[config.mk]
export PLATFORM = sky130hd
export DESIGN_NAME = rl_pair_scheduler_flat
export DESIGN_NICKNAME = d
export VERILOG_FILES = /design/src/rtl/rl_pair_scheduler_if.sv /design/src/rtl/rl_pair_scheduler.sv /design/src/flat_wrapper.sv
export SDC_FILE = /design/constraint.sdc
export NUM_CORES = 1
export LEC_CHECK = 0
export BUFFER_PORTS_ARGS = -buffer_cell sky130_fd_sc_hd__buf_4
export CAP_MARGIN = 15
export CORE_MARGIN = 2
export CORE_UTILIZATION = 40
export CTS_CLUSTER_SIZE = 16
export DETAILED_ROUTE_END_ITERATION = 8
export PLACE_DENSITY = 0.64
export SLEW_MARGIN = 10
export SYNTH_ARGS = -nofsm -noshare
export SYNTH_HDL_FRONTEND = slang
export SYNTH_SLANG_ARGS = --single-unit
[constraint.sdc]
create_clock -name clk -period 3.5 [get_ports clk]
set_input_delay 0.7 -clock clk [delete_from_list [all_inputs] [get_ports clk]]
set_output_delay 0.7 -clock clk [all_outputs]
set_load 0.01 [all_outputs]
[src/rtl/rl_pair_scheduler_if.sv]
// ---------------------------------------------------------------------------
// rl_pair_scheduler_if
// Bundles the scheduler's control and memory-facing signals.
//   slave  : the scheduler side (rl_pair_scheduler)
//   master : the environment side (particle memories, filters, controller)
// Signals:
//   start, home_count           pass request and home-cell particle count
//   nb_cell_count               count of the cell addressed by nb_cell_sel
//   back_pressure               per-filter almost-full
//   all_buffer_empty            all filter buffers drained
//   ref_base/ref_load/
//   ref_slot_valid              reference group load controls
//   nb_cell_sel/nb_rd_en/
//   nb_rd_addr                  neighbor memory read port
//   pair_valid, phase           evaluation-unit controls
//   busy, done                  pass status
// ---------------------------------------------------------------------------
interface rl_pair_scheduler_if #(
  parameter int NUM_FILTER     = 7,
  parameter int ADDR_WIDTH     = 7,
  parameter int CELL_SEL_WIDTH = 4
);
  logic                      start;
  logic [ADDR_WIDTH-1:0]     home_count;
  logic [ADDR_WIDTH-1:0]     nb_cell_count;
  logic [NUM_FILTER-1:0]     back_pressure;
  logic                      all_buffer_empty;
  logic [ADDR_WIDTH-1:0]     ref_base;
  logic                      ref_load;
  logic [NUM_FILTER-1:0]     ref_slot_valid;
  logic [CELL_SEL_WIDTH-1:0] nb_cell_sel;
  logic                      nb_rd_en;
  logic [ADDR_WIDTH-1:0]     nb_rd_addr;
  logic [NUM_FILTER-1:0]     pair_valid;
  logic                      phase;
  logic                      busy;
  logic                      done;

  modport slave (
    input  start, home_count, nb_cell_count, back_pressure, all_buffer_empty,
    output ref_base, ref_load, ref_slot_valid, nb_cell_sel, nb_rd_en,
           nb_rd_addr, pair_valid, phase, busy, done
  );

  modport master (
    output start, home_count, nb_cell_count, back_pressure, all_buffer_empty,
    input  ref_base, ref_load, ref_slot_valid, nb_cell_sel, nb_rd_en,
           nb_rd_addr, pair_valid, phase, busy, done
  );
endinterface

[src/rtl/rl_pair_scheduler.sv]
// ---------------------------------------------------------------------------
// rl_pair_scheduler
// Half-shell pair sequencer for the range-limited LJ evaluation unit. Loads
// groups of NUM_FILTER home-cell reference particles, streams every particle
// of each half-shell cell (cell 0 = home) past them, and waits for the filter
// buffers to drain before the next group.
// Ports:
//   clk    clock
//   rst    synchronous active-high reset (aborts a pass, no done pulse)
//   sched  rl_pair_scheduler_if.slave (see interface header)
// Build option:
//   RL_SCHED_HOME_HALF_EN  when defined, home-cell pairs are masked for
//                          nb address <= ref_base+i so each home pair is
//                          evaluated once; otherwise only self-pairs are masked.
// nb_rd_en is decided combinationally so back-pressure stalls the very cycle
// it is raised; all other outputs are registered.
// ---------------------------------------------------------------------------
module rl_pair_scheduler #(
  parameter int NUM_FILTER     = 7,
  parameter int ADDR_WIDTH     = 7,
  parameter int NUM_NB_CELLS   = 14,
  parameter int CELL_SEL_WIDTH = 4
) (
  input  logic               clk,
  input  logic               rst,
  rl_pair_scheduler_if.slave sched
);
  localparam int BW = ADDR_WIDTH + 1;
  localparam logic [CELL_SEL_WIDTH-1:0] LAST_CELL  = CELL_SEL_WIDTH'(NUM_NB_CELLS - 1);
  localparam logic [BW-1:0]             GROUP_STEP = BW'(NUM_FILTER);

  typedef enum logic [2:0] {
    S_IDLE     = 3'd0,
    S_LOAD_REF = 3'd1,
    S_ISSUE    = 3'd2,
    S_DRAIN    = 3'd3,
    S_DONE     = 3'd4
  } state_t;

  state_t                    state_r, state_s;
  logic [BW-1:0]             ref_base_r, base_next_s, load_base_s;
  logic [ADDR_WIDTH-1:0]     home_count_r, load_count_s;
  logic [NUM_FILTER-1:0]     ref_slot_valid_r, pair_valid_r, pair_mask_s, home_mask_s;
  logic [CELL_SEL_WIDTH-1:0] cell_r;
  logic [ADDR_WIDTH-1:0]     addr_r;
  logic                      ref_load_r, phase_r, busy_r, done_r;
  logic                      stall_s, cell_empty_s, last_addr_s, last_cell_s;
  logic                      rd_en_s, cell_adv_s, drained_s, accept_s, group_end_s;

  // Slot i holds a real particle only while base+i is inside the home cell.
  function automatic logic [NUM_FILTER-1:0] slot_valid_f(input logic [BW-1:0] base,
                                                        input logic [ADDR_WIDTH-1:0] count);
    logic [NUM_FILTER-1:0] v;
    v = '0;
    for (int i = 0; i < NUM_FILTER; i++) begin
      v[i] = ((base + BW'(i)) < {1'b0, count});
    end
    return v;
  endfunction

  // Home-cell pairs suppressed for the particle at addr against slot base+i.
  function automatic logic [NUM_FILTER-1:0] home_mask_f(input logic [BW-1:0] base,
                                                       input logic [ADDR_WIDTH-1:0] addr);
    logic [NUM_FILTER-1:0] m;
    m = '0;
    for (int i = 0; i < NUM_FILTER; i++) begin
`ifdef RL_SCHED_HOME_HALF_EN
      m[i] = ({1'b0, addr} <= (base + BW'(i)));
`else
      m[i] = ({1'b0, addr} == (base + BW'(i)));
`endif
    end
    return m;
  endfunction

  assign stall_s      = |sched.back_pressure;
  assign cell_empty_s = (sched.nb_cell_count == '0);
  assign last_addr_s  = (addr_r >= (sched.nb_cell_count - ADDR_WIDTH'(1)));
  assign last_cell_s  = (cell_r >= LAST_CELL);
  assign rd_en_s      = (state_r == S_ISSUE) && !cell_empty_s && !stall_s;
  // An empty cell is skipped in one cycle regardless of back-pressure.
  assign cell_adv_s   = (state_r == S_ISSUE) && (cell_empty_s || (rd_en_s && last_addr_s));
  assign drained_s    = (pair_valid_r == '0) && sched.all_buffer_empty;
  assign accept_s     = (state_r == S_IDLE) && sched.start;
  assign group_end_s  = (state_r == S_DRAIN) && drained_s;
  // Extra bit keeps the final group's overflow from wrapping back below home_count.
  assign base_next_s  = ref_base_r + GROUP_STEP;
  assign load_base_s  = accept_s ? '0 : base_next_s;
  assign load_count_s = accept_s ? sched.home_count : home_count_r;

  // State register.
  always_ff @(posedge clk) begin
    if (rst) begin
      state_r <= S_IDLE;
    end else begin
      state_r <= state_s;
    end
  end

  // Next-state decode.
  always_comb begin
    state_s = state_r;
    case (state_r)
      S_IDLE: begin
        if (sched.start) begin
          state_s = (sched.home_count == '0) ? S_DONE : S_LOAD_REF;
        end else begin
          state_s = S_IDLE;
        end
      end
      S_LOAD_REF: state_s = S_ISSUE;
      S_ISSUE: begin
        if (cell_adv_s && last_cell_s) begin
          state_s = S_DRAIN;
        end else begin
          state_s = S_ISSUE;
        end
      end
      S_DRAIN: begin
        if (drained_s) begin
          state_s = (base_next_s >= {1'b0, home_count_r}) ? S_DONE : S_LOAD_REF;
        end else begin
          state_s = S_DRAIN;
        end
      end
      S_DONE:  state_s = S_IDLE;
      default: state_s = S_IDLE;
    endcase
  end

  // Self-pair (or lower-triangle) suppression applies only inside the home cell.
  always_comb begin
    home_mask_s = '0;
    if (cell_r == '0) begin
      home_mask_s = home_mask_f(ref_base_r, addr_r);
    end else begin
      home_mask_s = '0;
    end
  end

  assign pair_mask_s = {NUM_FILTER{rd_en_s}} & ref_slot_valid_r & ~home_mask_s;

  // Group/cell/address counters and registered outputs.
  always_ff @(posedge clk) begin
    if (rst) begin
      ref_base_r       <= '0;
      home_count_r     <= '0;
      ref_slot_valid_r <= '0;
      cell_r           <= '0;
      addr_r           <= '0;
      pair_valid_r     <= '0;
      ref_load_r       <= 1'b0;
      phase_r          <= 1'b0;
      busy_r           <= 1'b0;
      done_r           <= 1'b0;
    end else begin
      ref_load_r   <= (state_s == S_LOAD_REF);
      busy_r       <= (state_s != S_IDLE);
      done_r       <= (state_s == S_DONE);
      // Registered one cycle after the read so it lines up with memory data.
      pair_valid_r <= pair_mask_s;
      if (accept_s) begin
        home_count_r <= sched.home_count;
        ref_base_r   <= '0;
      end else if (group_end_s) begin
        ref_base_r <= base_next_s;
      end
      if (state_s == S_LOAD_REF) begin
        phase_r          <= ~phase_r;
        ref_slot_valid_r <= slot_valid_f(load_base_s, load_count_s);
        cell_r           <= '0;
        addr_r           <= '0;
      end else if (cell_adv_s) begin
        addr_r <= '0;
        cell_r <= last_cell_s ? '0 : cell_r + CELL_SEL_WIDTH'(1);
      end else if (rd_en_s) begin
        addr_r <= addr_r + ADDR_WIDTH'(1);
      end
    end
  end

  assign sched.ref_base       = ref_base_r[ADDR_WIDTH-1:0];
  assign sched.ref_load       = ref_load_r;
  assign sched.ref_slot_valid = ref_slot_valid_r;
  assign sched.nb_cell_sel    = cell_r;
  assign sched.nb_rd_en       = rd_en_s;
  assign sched.nb_rd_addr     = addr_r;
  assign sched.pair_valid     = pair_valid_r;
  assign sched.phase          = phase_r;
  assign sched.busy           = busy_r;
  assign sched.done           = done_r;
endmodule

[src/flat_wrapper.sv]
// flat-port wrapper written by rule: the top's interface ports become plain ports
module rl_pair_scheduler_flat 
#(
  parameter int NUM_FILTER     = 7,
  parameter int ADDR_WIDTH     = 7,
  parameter int NUM_NB_CELLS   = 14,
  parameter int CELL_SEL_WIDTH = 4
)
  (clk, rst, sched_start, sched_home_count, sched_nb_cell_count, sched_back_pressure, sched_all_buffer_empty, sched_ref_base, sched_ref_load, sched_ref_slot_valid, sched_nb_cell_sel, sched_nb_rd_en, sched_nb_rd_addr, sched_pair_valid, sched_phase, sched_busy, sched_done);
  rl_pair_scheduler_if #(.NUM_FILTER(NUM_FILTER), .ADDR_WIDTH(ADDR_WIDTH), .CELL_SEL_WIDTH(CELL_SEL_WIDTH)) sched_i ();
  input  logic clk;
  input  logic rst;
  input wire logic [$bits(sched_i.start)-1:0] sched_start;
  input wire logic [$bits(sched_i.home_count)-1:0] sched_home_count;
  input wire logic [$bits(sched_i.nb_cell_count)-1:0] sched_nb_cell_count;
  input wire logic [$bits(sched_i.back_pressure)-1:0] sched_back_pressure;
  input wire logic [$bits(sched_i.all_buffer_empty)-1:0] sched_all_buffer_empty;
  output wire logic [$bits(sched_i.ref_base)-1:0] sched_ref_base;
  output wire logic [$bits(sched_i.ref_load)-1:0] sched_ref_load;
  output wire logic [$bits(sched_i.ref_slot_valid)-1:0] sched_ref_slot_valid;
  output wire logic [$bits(sched_i.nb_cell_sel)-1:0] sched_nb_cell_sel;
  output wire logic [$bits(sched_i.nb_rd_en)-1:0] sched_nb_rd_en;
  output wire logic [$bits(sched_i.nb_rd_addr)-1:0] sched_nb_rd_addr;
  output wire logic [$bits(sched_i.pair_valid)-1:0] sched_pair_valid;
  output wire logic [$bits(sched_i.phase)-1:0] sched_phase;
  output wire logic [$bits(sched_i.busy)-1:0] sched_busy;
  output wire logic [$bits(sched_i.done)-1:0] sched_done;
  assign sched_i.start = sched_start;
  assign sched_i.home_count = sched_home_count;
  assign sched_i.nb_cell_count = sched_nb_cell_count;
  assign sched_i.back_pressure = sched_back_pressure;
  assign sched_i.all_buffer_empty = sched_all_buffer_empty;
  assign sched_ref_base = sched_i.ref_base;
  assign sched_ref_load = sched_i.ref_load;
  assign sched_ref_slot_valid = sched_i.ref_slot_valid;
  assign sched_nb_cell_sel = sched_i.nb_cell_sel;
  assign sched_nb_rd_en = sched_i.nb_rd_en;
  assign sched_nb_rd_addr = sched_i.nb_rd_addr;
  assign sched_pair_valid = sched_i.pair_valid;
  assign sched_phase = sched_i.phase;
  assign sched_busy = sched_i.busy;
  assign sched_done = sched_i.done;
  rl_pair_scheduler #(.NUM_FILTER(NUM_FILTER), .ADDR_WIDTH(ADDR_WIDTH), .NUM_NB_CELLS(NUM_NB_CELLS), .CELL_SEL_WIDTH(CELL_SEL_WIDTH)) u_core (.clk(clk), .rst(rst), .sched(sched_i));
endmodule
# ---- After elaboration in Yosys (flattened, before gate mapping)
# Cells that the tools add are included.
dict set report op_classes {
  n_addsub 16
  mul 0
  div_mod_pow 0
  n_lt_le_gt_ge 10
  eq_ne 12
  shift 0
  n_mux 10
  bitwise_logic 4
  n_reduce_logical 21
}
# op n
set op_table {}
lappend op_table {{8-bit by 3-bit adder with 8-bit output (second input constant)} 7}
lappend op_table {{7-bit by 8-bit == test with 1-bit output} 7}
lappend op_table {{8-bit by 7-bit < comparator with 1-bit output} 7}
lappend op_table {{8-bit by 2-bit adder with 8-bit output (second input constant)} 4}
lappend op_table {{7-bit zero test} 3}
lappend op_table {{8-bit by 1-bit adder with 8-bit output (second input constant)} 2}
lappend op_table {{7-bit bitwise AND} 2}
lappend op_table {{7-bit 2-to-1 mux} 2}
lappend op_table {{3-bit 2-to-1 mux} 4}
lappend op_table {{3-bit one-hot mux with 4 select lines} 1}
lappend op_table {{8-bit by 7-bit greater-or-equal comparator with 1-bit output} 1}
lappend op_table {{1-bit logical AND} 8}
lappend op_table {{8-bit 2-to-1 mux} 1}
lappend op_table {{7-bit by 1-bit adder with 7-bit output (second input constant)} 1}
lappend op_table {{7-bit greater-or-equal comparator} 1}
lappend op_table {{7-bit inverter} 1}
lappend op_table {{7-bit OR reduction} 1}
lappend op_table {{7-bit by 1-bit subtractor with 7-bit output (second input constant)} 1}
lappend op_table {{3-bit by 1-bit == test with 1-bit output (second input constant)} 2}
lappend op_table {{3-bit by 2-bit == test with 1-bit output (second input constant)} 2}
lappend op_table {{4-bit by 1-bit adder with 4-bit output (second input constant)} 1}
lappend op_table {{4-bit greater-or-equal comparator (second input constant)} 1}
lappend op_table {{4-bit zero test} 1}
lappend op_table {{4-bit 2-to-1 mux} 1}
lappend op_table {{other kinds (9)} 11}
dict set report word_totals {
  register_bits 47
  latch_bits 0
  mem_bits_rw 0
  romBits 0
  inputBits 25
  wordCells 84
  n_memories 0
}

# ---- Depth between registers and ports, before layout
dict set report depth {
  ltp_word 12
  depth_mapped 16
}

# ---- Worst setup path after synthesis
# Ideal clock, no wire load.
dict set report synth_path {
  kind {reg2reg}
  start {register u_core.ref_base_r[2]}
  end {register u_core.ref_slot_valid_r[2], in the netlist u_core.sched.ref_slot_valid[2]}
  setup_time_ps 60
  arrival_ps 3409
  t_required_ps 3440
  slack_ps 31
  path_stages_with_launch 16
  path_buffers 0
  synth_period_minus_slack_ps 3469
  path_cell_list {dfxtp_1 > inv_1 > ha_1 > a21boi_2 > xor2_1 > nor2_1 > ha_1 > nor2b_1 > xnor2_1 > nor2_1 > ha_1 > and3_1 > a21oi_1 > a31oi_1 > nor4_1 > a22o_1}
}
dict set report synth_via {
  elab_chain_cells 6
  elab_cells_between_ends 9
  cone_classes {add/sub (2); order compare (2); eq/ne (1); mux (4)}
}
# element line_no
set synth_rtl {}
lappend synth_rtl {{start, declared} rl_pair_scheduler.sv:41} ;# logic [BW-1:0] ref_base_r, base_next_s, load_base_s;
lappend synth_rtl {{start signal, assigned} rl_pair_scheduler.sv:166} ;# ref_base_r <= base_next_s;
lappend synth_rtl {{8-bit by 3-bit adder with 8-bit output *} rl_pair_scheduler.sv:87} ;# assign base_next_s = ref_base_r + GROUP_STEP;
lappend synth_rtl {{parallel branches: the longest is 5 deep, another holds 8-bit by 2-bit adder with 8-bit output} --}
lappend synth_rtl {{end signal, assigned} rl_pair_scheduler.sv:170} ;# ref_slot_valid_r <= slot_valid_f(load_base_s, load_count_s);
lappend synth_rtl {{end, declared} rl_pair_scheduler.sv:43} ;# logic [NUM_FILTER-1:0] ref_slot_valid_r, pair_valid_r, pair_mask_s, home_mask_s;
# Mark *: on every way between the ends.
# A chain may end at the register's enable or synchronous reset.

# ---- Final worst setup path
dict set report layout_path {
  start {register u_core.ref_base_r[1]}
  end {register u_core.ref_slot_valid_r[6], in the netlist u_core.sched.ref_slot_valid[6]}
}
dict set report layout_via {
  elab_chain_cells 6
  elab_cells_between_ends 9
  cone_classes {add/sub (2); order compare (2); eq/ne (1); mux (4)}
}
# element line_no
set layout_rtl {}
lappend layout_rtl {{8-bit by 3-bit adder with 8-bit output *} rl_pair_scheduler.sv:87}
lappend layout_rtl {{parallel branches: the longest is 5 deep, another holds 8-bit by 3-bit adder with 8-bit output} --}
# Marks and branches as above.

==> flow_summary_export.csv <==
group,metric,value,unit
die,dieHeight,113,µm
finish,seq_area,941,µm²
clock_tree,cts_max_path_buffers,2,
logic_synthesis,ys_async_sr_fraction,0,%
place,port_buffers,61,
logic_synthesis,synthAdderAreaFrac,19.9,%
place,preCtsSetupSlack,105,ps
critical_path,r2r_end,"u_core.sched.ref_slot_valid[6]$_SDFFE_PP0P_",
global_route,grt_max_degree,17,
logic_synthesis,synthTopCellsByArea,"ha_1 20%, dfxtp_1 20%, xnor2_1 8.6%",
detailed_routing,viasPerCell,5.56,
clock_tree,clkTransAtPathRegs,70,ps
timing,holdWs,491,ps
finish,n_fill_cell,1132,
logic_synthesis,synth_edf_count,0,
timing,fin_crit_sh,93.9,%
logic_synthesis,synth_top_area_share,19.9,%
global_route,grt_pass1_wl,23.0,mm
timing,rsz0062_at_grt,"false",
finish,drive_gt1_share,17.6,%
clock_tree,cts_sinks,47,
die,start_util,41.4,%
logic_synthesis,synth_nets,710,
timing,finClkSkew,5.14,ps
power_and_ir_drop,power,1.58,mW
critical_path,crit_required,3680,ps
global_route,grt_pass1_vias,4602,
clock_tree,hold_buffers,0,
logic_synthesis,synthMuxAreaShare,1.07,%
die,coreArea,11600,µm²
finish,final_area,5680,µm²
place,postPlaceCellArea,5500,µm²
global_route,track_usage,22.0,%
critical_path,worst_setup_path_start_kind,"flop",
logic_synthesis,yosys.area_share.simple,23.2,%
critical_path,cp_max_fo,6,
clock_tree,htree_levels,2,
timing,tightest_slew,676,ps
place,dp_hpwl,11.3,mm
detailed_routing,drtIter0Drc,261,
logic_synthesis,synthXorXnorAreaFrac,12.3,%
timing,setup_violations,0,
logic_synthesis,synth_top_family_by_area,"simple AND/OR/NAND/NOR gates",
finish,diodes,0,
detailed_routing,routed_wl,14.0,mm
finish,area_growth,18.8,%
global_route,antenna_found_initial,0,
place,dp_cells,816,
logic_synthesis,ys_warn_count,0,
clock_tree,numCtsBuffers,5,
critical_path,crit_type,"reg2reg",
job,drv_cap,0,
outcome,status,"complete, no violations",
power_and_ir_drop,leakage,2.49,nW
timing,timing.fmax,304,MHz
detailed_routing,via_count,4585,
clock_tree,insertion_delay,290,ps
logic_synthesis,synth_compound_area_share,18.0,%
logic_synthesis,synthCells,609,
finish,layoutNonFillerInstCount,825,
timing,postLayoutSetupSlackWorst,214,ps
critical_path,r2r_start,"u_core.ref_base_r[1]$_SDFFE_PP0P_",
clock_tree,clock-root-buffer,"clkbuf_16",
die,num_rows,39,
logic_synthesis,synth_cell_types,58,
timing,fin_crit,3290,ps
power_and_ir_drop,ir_worst_vdd,0.178,mV
timing,hold_viol,0,
die,dieArea,12800,µm²
timing,relSlewSlack,54.3,%
timing,maxSlewViolCount,0,
finish,final_nets,783,
critical_path,crit_start,"u_core.ref_base_r[1]$_SDFFE_PP0P_",
place,gp_congestion,0.935,
logic_synthesis,syn-cell-area,4780,µm²
finish,final_util,49.1,%
logic_synthesis,synth_seq_cells,47,
logic_synthesis,ys.flop_type,"dfxtp_1",
detailed_routing,wl_per_cell,16.9,µm
clock_tree,cts_tree,"done",
die,die_x,113,µm
power_and_ir_drop,p_per_area,278,nW/µm²
finish,multiInputGateArea,3580,µm²
detailed_routing,drcViolationCount,0,
hold_path,worstHoldPathType,"reg2reg",
global_route,gr-total-overflow,0,
critical_path,crit_path_end,"u_core.sched.ref_slot_valid[6]$_SDFFE_PP0P_",
detailed_routing,dr.pass1.iters,6,
detailed_routing,ant_nets,0,
critical_path,critPathCaptureType,"flop",
logic_synthesis,synth_area_per_cell,7.85,µm²
logic_synthesis,post-synth-top-area-cell,"ha_1",
critical_path,arrival,3470,ps
die,ios,62,
critical_path,rr_worst_depth,16,
timing,fin_tns_setup,0,ps
critical_path,r2r_setup_slack,210,ps
logic_synthesis,ys_seq_area_share,19.7,%
-- cell usage after synthesis, drive strengths merged (5+ instances only) --
cell	instances
inv	33
and3	9
nor2	76
o21ai	29
buf	17
dfxtp	47
a21o	6
nand4	8
or3	7
nor2b	7
and2	5
nor3	24
nand3b	5
a22o	6
nand2	38
a21oi	44
a211oi	7
nor4	11
xor2	20
xnor2	47
ha	76
clkbuf	11
nand3	14
a31oi	9
-- state kept, by name (all words and copies together) (netlist names) --
name	flops
u_core.sched.phase	1
u_core.sched.ref_load	1
u_core.ref_base_r	8
u_core.sched.nb_cell_sel	4
u_core.sched.ref_slot_valid	7
u_core.sched.pair_valid	7
u_core.state_r	3
u_core.home_count_r	7
u_core.sched.nb_rd_addr	7
u_core.sched.done	1
u_core.sched.busy	1
-- worst min-delay path by stage --
stage                                                     start                                  endpoint  depth (start not counted)
floorplan           u_core.sched.ref_slot_valid[6]$_SDFFE_PP0P_     u_core.sched.pair_valid[6]$_SDFF_PP0_                          2
global placement       u_core.sched.nb_cell_sel[3]$_SDFFE_PP0P_  u_core.sched.nb_cell_sel[3]$_SDFFE_PP0P_                          2
detailed placement     u_core.sched.nb_cell_sel[3]$_SDFFE_PP0P_  u_core.sched.nb_cell_sel[3]$_SDFFE_PP0P_                          2
CTS                    u_core.sched.nb_cell_sel[3]$_SDFFE_PP0P_  u_core.sched.nb_cell_sel[3]$_SDFFE_PP0P_                          2
global route        u_core.sched.ref_slot_valid[3]$_SDFFE_PP0P_     u_core.sched.pair_valid[3]$_SDFF_PP0_                          1
finish                 u_core.sched.nb_cell_sel[3]$_SDFFE_PP0P_  u_core.sched.nb_cell_sel[3]$_SDFFE_PP0P_                          2
-- area by class of cell --
type                       count  share of cell area [%]
multi-input combinational    500                    63.0
sequential                    47                    16.6
timing repair buffer          94                    12.4
tap                          143                    3.15
clock buffer                   6                    2.44
inverter                      34                    2.25
clock inverter                 1                   0.154
-- report_power, final --
part	total, mW	switching (mW)	internal [mW]
Clock	0.493	0.210	0.283
Combinational	0.496	0.274	0.223
Sequential	0.593	0.0310	0.562
Total	1.58	0.514	1.07
-- cells in the final DEF, fill, tap and decap left out, drive strengths merged, types with 4 or more instances in the layout --
cell type / synthesis / layout
a21oi: 44 / 44
xnor2: 47 / 47
nor3: 24 / 24
inv: 33 / 34
o21ai: 29 / 29
mux2i: 4 / 4
nand4: 8 / 8
nor4: 11 / 11
dfxtp: 47 / 47
o21a: 4 / 4
nor2b: 7 / 7
nand2: 38 / 38
a31oi: 9 / 9
a22o: 6 / 6
nor2: 76 / 76
and2: 5 / 5
clkbuf: 11 / 6
or3: 7 / 7
a21o: 6 / 6
buf: 17 / 94
nand3: 14 / 14
a211oi: 7 / 7
xor2: 20 / 20
nand3b: 5 / 5
and3: 9 / 9
ha: 76 / 76
-- worst max-delay path, cell delays in order, from the launching register on --
cell and delay (ps):
dfxtp_1 340, inv_1 130, ha_1 220, buf_4 160, xnor2_1 170, nor2_1 350, buf_4 220, inv_1 90
ha_1 200, a21oi_1 210, nor2_1 90, xor2_1 150, ha_1 310, o21ai_0 80, a31oi_1 190, nor3_1 80
a22o_1 190
-- what timing repair did --
item | 4_1_cts | 5_1_grt
endpoints found under the setup margin | 0 | 18
resized for setup | 0 | 4
buffers inserted | 0 | 2
-- cell families (layout without fill, tap and decap cells) --
| group | count (synthesis) | after routing |
|---|---|---|
| AO/OA/AOI/OAI | 132 | 132 |
| AND/OR/NAND/NOR | 220 | 220 |
| multiplexers | 5 | 5 |
| buffers and inverters | 62 | 135 |
| adder cells (fa/ha/maj) | 76 | 76 |
| flip-flops | 47 | 47 |
| XOR/XNOR | 67 | 67 |
-- routing by layer --
layer  routed length (µm)  up-vias  track usage (%)
met5                    0        -                0
met4                  303        0             7.15
met3                  560       22             3.27
met2                 6920      101             39.4
met1                 6170     2153             27.0
li1                     -     2309                -
No activity file was read; power rests on OpenSTA's default activity.
